**src/rtl/pipe_pc.sv**
```systemverilog
// Fetch program counter with next-PC select,
// stall hold and a one-deep pending redirect.
module pipe_pc #(
  parameter logic [31:0] RESET_PC   = 32'h0000_0000,
  parameter logic [31:0] EXC_VECTOR = 32'h0000_0008
) (
  input  logic        clk,
  input  logic        rst,
  input  logic        stall,
  input  logic        br_taken,
  input  logic [31:0] br_target,
  input  logic        jmp,
  input  logic [31:0] jmp_target,
  input  logic        exc,
  output logic [31:0] pc,
  output logic        flush,
  output logic        pend_valid
);

  logic [31:0] pend_addr;
  logic [31:0] br_al;
  logic [31:0] jmp_al;
  logic [31:0] exc_al;
  logic [31:0] seq;
  logic [31:0] pc_nxt;
  logic [31:0] pend_nxt;
  logic        pv_nxt;

  assign br_al  = {br_target[31:2], 2'b00};
  assign jmp_al = {jmp_target[31:2], 2'b00};
  assign exc_al = {EXC_VECTOR[31:2], 2'b00};
  assign seq    = pc + 32'd4;

  // Next-PC select, pending-buffer update and flush
  always_comb begin
    pc_nxt   = pc;
    pend_nxt = pend_addr;
    pv_nxt   = pend_valid;
    flush    = 1'b0;
    if (rst) begin
      pc_nxt   = RESET_PC;
      pend_nxt = 32'd0;
      pv_nxt   = 1'b0;
    end else if (stall) begin
      if (exc) begin
        pend_nxt = exc_al;
        pv_nxt   = 1'b1;
      end else if (br_taken && !pend_valid) begin
        pend_nxt = br_al;
        pv_nxt   = 1'b1;
      end else if (jmp && !pend_valid) begin
        pend_nxt = jmp_al;
        pv_nxt   = 1'b1;
      end
    end else if (exc) begin
      pc_nxt = exc_al;
      pv_nxt = 1'b0;
      flush  = 1'b1;
    end else if (pend_valid) begin
      pc_nxt = pend_addr;
      pv_nxt = 1'b0;
      flush  = 1'b1;
    end else if (br_taken) begin
      pc_nxt = br_al;
      flush  = 1'b1;
    end else if (jmp) begin
      pc_nxt = jmp_al;
      flush  = 1'b1;
    end else begin
      pc_nxt = seq;
    end
  end

  // PC and pending-redirect registers
  always_ff @(posedge clk) begin
    pc         <= pc_nxt;
    pend_addr  <= pend_nxt;
    pend_valid <= pv_nxt;
  end

endmodule

```
**config.mk**
```make
export PLATFORM = sky130hd
export DESIGN_NAME = pipe_pc
export DESIGN_NICKNAME = d
export VERILOG_FILES = /design/src/rtl/pipe_pc.sv
export SDC_FILE = /design/constraint.sdc
export NUM_CORES = 1
export LEC_CHECK = 0
export ABC_CLOCK_PERIOD_IN_PS = 5200
export CELL_PAD_IN_SITES_DETAIL_PLACEMENT = 1
export CELL_PAD_IN_SITES_GLOBAL_PLACEMENT = 2
export CORE_MARGIN = 2
export CORE_UTILIZATION = 30
export DETAILED_ROUTE_END_ITERATION = 8
export PLACE_DENSITY = 0.95
export SLEW_MARGIN = 20
export SYNTH_ARGS = -nofsm -noshare
export SYNTH_HDL_FRONTEND = slang
export SYNTH_SLANG_ARGS = --single-unit
```
**constraint.sdc**
```tcl
create_clock -name clk -period 5.2 [get_ports clk]
set_input_delay 0.52 -clock clk [delete_from_list [all_inputs] [get_ports clk]]
set_output_delay 0.52 -clock clk [all_outputs]
set_load 0.005 [all_outputs]
```
Word level (Yosys, flattened, before mapping)
Index checks and enable logic that the tools add are counted.
Operators by class
  bitwise operators: 1
  muxes and demuxes: 16
  divide/modulo/power cells: 0
  equality and inequality tests: 0
  shift operators: 0
  $lt $le $gt $ge: 0
  add/sub/neg operators: 1
  reduce and logical (&&, ||, !) cells: 6
  multiply operators: 0
Operators with widths (number)
  2-to-1 mux 32 bit: 7
  adder 32 x 3 -> 32 bit (second input constant): 1
  2-to-1 mux 1 bit: 9
  nonzero test 3 bit: 1
  logical AND 1 bit: 2
  AND reduction 2 bit: 1
  OR reduction 2 bit: 1
  logical NOT 1 bit: 1
  NOT 1 bit: 1
Storage, ports and cells
  memories: 0
  bits of input ports: 70
  bits in registers: 65
  RAM bits: 0
  memory bits (read-only): 0
  word-level logic and storage cells: 27
  bits in latches: 0

Logic depth before layout (Yosys ltp)
  depth in word-level cells: 6
  depth in mapped cells: 8
  gate-level depth less buffers: 6

Least setup slack after synthesis
OpenSTA, ideal clock, no wires.
  path type: in2out
  start point: input jmp
  end point: output flush
  path slack: 3034 ps
  arrival time: 1646 ps
  stages on the path: 5
  cells stage by stage: clkbuf_1 > buf_1 > buf_1 > nor3_1 > nor3_1
Between the ends
  cells in the longest elaborated chain, start to end: 6
Ends and longest elaborated chain
  from (decl): line 12  | input logic jmp,
  2-to-1 mux 1 bit: line 66  | end else if (jmp) begin
  2-to-1 mux 1 bit: line 63  | end else if (br_taken) begin
  2-to-1 mux 1 bit: line 59  | end else if (pend_valid) begin
  2-to-1 mux 1 bit: line 55  | end else if (exc) begin
  2-to-1 mux 1 bit: line 44  | end else if (stall) begin
  2-to-1 mux 1 bit: line 40  | if (rst) begin
  to (decl): line 16  | output logic flush,
Every way passes these cells.

Final worst setup path
  start point: input br_taken
  end point: output flush
Between the ends
  cells in the longest elaborated chain, start to end: 5
Ends and longest elaborated chain
  from (decl): line 10  | input logic br_taken,
  2-to-1 mux 1 bit: line 63
  2-to-1 mux 1 bit: line 59
  2-to-1 mux 1 bit: line 55
  2-to-1 mux 1 bit: line 44
  2-to-1 mux 1 bit: line 40
Every way passes these cells.

==> reports/results.tsv <==
stage	metric	value	unit
status	outcome	completed	
yosys	synth unique cells	64	
yosys	register area share after synthesis	31.11	%
detailed_routing	DR iter-0 viols	247	
placement	I/O Buffers	97	
worst_setup_path	CP Capture Type	primary output	
placement	Placed Cells	749	
clock_network	CTS tree	built	
detailed_routing	vias	4538	
die	initial core utilization	30.85	%
die	Rows	41	
timing	min cycle time layout	3.335	ns
grt	vias in the first global route	4989	
clock_network	Post-CTS Resized	0	
yosys	Mapped Area	3925	µm²
final_layout	nets	660	
timing	fin. max-slew vios	0	
clock_network	root buf cell	clkbuf_16	
final_layout	share of layout cells above drive strength 1	7.239	%
min_path	worst hold path class	flop to flop	
yosys	Yosys warnings	0	
timing	Slew @ Worst Pin	1.056	ns
worst_setup_path	WP data arrival	2.81	ns
timing	Tcrit/Tclk final	64.13	%
timing	worst hold margin	0.4930	ns
grt	first-pass GRT wire length	25330	µm
placement	HPWL after DPL	10980	µm
detailed_routing	DRC Markers	0	
yosys	Post-synth ARST share	0	%
clock_network	hold-fix buffer count after cts	0	
timing	RSZ-0062 raised after global routing	false	
die	total core area	12720	µm²
timing	final hold violations	0	
die	DIE HEIGHT	118.4	µm
placement	RePlAce Congestion	0.8677	
detailed_routing	Wirelength per Cell	20.73	µm
clock_network	clock sinks	61	
grt	initial antenna violation count	0	
worst_setup_path	R2R depth	6	
job	max cap viols	0	
clock_network	Post-CTS Setup Repair Bufs	0	
min_path	Hold Path Stages	2	
die	die width	118.4	µm
power	Lkg Pwr	1.877	nW
worst_setup_path	critical path class	input port to primary output	
power	pwr/cell area	271.7	nW/µm²
die	die outline area	14010	µm²
timing	clk_skew	0.009221	ns
yosys	Synth Register Bits	61	
detailed_routing	DRT antenna net count	0	
detailed_routing	vias per inst	5.924	
final_layout	number of diodes	0	
yosys	EDFF count, synth	0	
grt	remaining global-route overflow	0	
final_layout	post-route insts no fill	766	
detailed_routing	Post-Route WL	15880	µm
worst_setup_path	Critical Path RT	4.68	ns
yosys	syn avg cell area	7.636	µm²
worst_setup_path	startpoint types	input port	
power	Worst VDD drop	0.0001482	V
grt	gr usage total	22.38	%
die	io pins	104	
clock_network	CTS clk-pin slew, worst paths	0.05	ns
timing	Max Fclk	0.2999	GHz
clock_network	Clk Latency, worst-skew pair	0.33	ns
clock_network	Max clock buf depth	2	
clock_network	H-tree depth	3	
yosys	ys flop type	dfxtp_1	
clock_network	CTS Buf Count	9	
detailed_routing	Pre-Repair DR Iteration Count	5	
final_layout	Layout area overhead	37.14	%
timing	# setup viols final	0	
yosys	cells after synthesis	514	
timing	Slew Limit Headroom	29.01	%
worst_setup_path	CP max FO	18	
grt	largest net degree at the start of global routing	39	
timing	final setup TNS	0	ns
[synthesized netlist by cell type (9+ instances only)]
library cell,number,area (µm²)
nor2_1,65,244.0
dfxtp_1,61,1221
a21oi_1,46,230.2
nor3_1,46,230.2
clkbuf_1,35,131.4
mux2i_1,31,310.3
o21ai_0,30,150.1
nand2_1,22,82.58
nand3_1,16,80.08
nand2b_1,10,62.56
nand4_1,9,56.30
o211ai_1,9,67.56
o221ai_1,9,78.83
[cell type report]
cell class                      instances  area (µm²)
Clock buffer                           11       252.7
Multi-Input combinational cell        404        2526
Clock inverter                          5       82.58
Timing Repair Buffer                  108        1066
Sequential cell                        61        1221
Tap cell                              172       215.2
Fill cell                            1560        7340
Inverter                                5       18.77
[state kept, by name, indices dropped and copies added (netlist names)]
register    flops
pc             30
pend_valid      1
pend_addr      30
[path summary, 6_finish.rpt]
check,start,to,slack (ns)
worst max-delay path,br_taken,flush,1.87
worst min-delay path,pend_addr[27]$_SDFFE_PP0P_,pend_addr[27]$_SDFFE_PP0P_,0.49
worst max register to register,pend_valid$_SDFFE_PP0N_,pc[25]$_SDFFE_PP0N_,2.62
worst min register to register,pend_addr[27]$_SDFFE_PP0P_,pend_addr[27]$_SDFFE_PP0P_,0.49
[per-stage QoR]
step	worst slack, ns	total power [mW]	utilization, %	instance area (µm²)
after floorplan	3.034	0.6554	-	3929
after global placement	1.894	0.7788	39.52	5027
after detailed placement	1.876	0.7906	39.52	5027
after CTS	1.865	1.464	42.15	5363
after global routing	1.787	1.518	42.31	5383
final	1.865	1.462	42.31	5383
[worst max-delay path: stages]
cell	delay, ns
clkdlybuf4s50_1	0.80
or2_2	0.63
nor3_1	0.32
nor3_1	0.08
clkdlybuf4s50_1	0.46
[cell families (layout without fill, tap and decap cells)]
kind of cell,after synthesis,count (layout),synth area share [%]
buf+inv,50,129,5.100
mux,31,31,7.906
other cells,1,2,0.09554
fa+ha+maj,1,1,0.3187
xor+xnor,5,5,1.116
simple gates,204,204,26.75
compound gates,161,161,27.61
flops,61,61,31.11
[cell usage in the layout, fill, tap and decap left out, types with 4 or more instances in the layout]
master / Yosys / routed
a2bb2oi_1: 4 / 4
buf_4: 2 / 10
a221oi_1: 7 / 7
dfxtp_1: 61 / 61
o221ai_1: 9 / 9
inv_1: 5 / 5
nor2b_1: 6 / 5
nor3_1: 46 / 46
a21o_1: 6 / 6
nand3_1: 16 / 16
o311ai_0: 6 / 6
clkbuf_16: 0 / 9
o31ai_1: 6 / 6
nor4_1: 6 / 6
clkdlybuf4s50_1: 0 / 97
a221o_1: 6 / 6
mux2i_1: 31 / 31
nand4_1: 9 / 9
nand2b_1: 10 / 10
nor2_1: 65 / 65
o211ai_1: 9 / 9
o21ai_0: 30 / 30
nand2_1: 22 / 22
a21oi_1: 46 / 46
[where the power goes]
part	total, mW	switching [mW]	internal (mW)
Clock	0.676	0.230	0.446
Sequential	0.521	0.0311	0.490
Combinational	0.265	0.136	0.129
Total	1.46	0.397	1.07
[layer usage]
layer,GRT usage [%],part of all wire (%)
met4,9.003,2.9
met2,39.16,48
met5,0,0
met3,5.502,6.5
met1,26.10,42
Power figures use the tool's default switching activity.
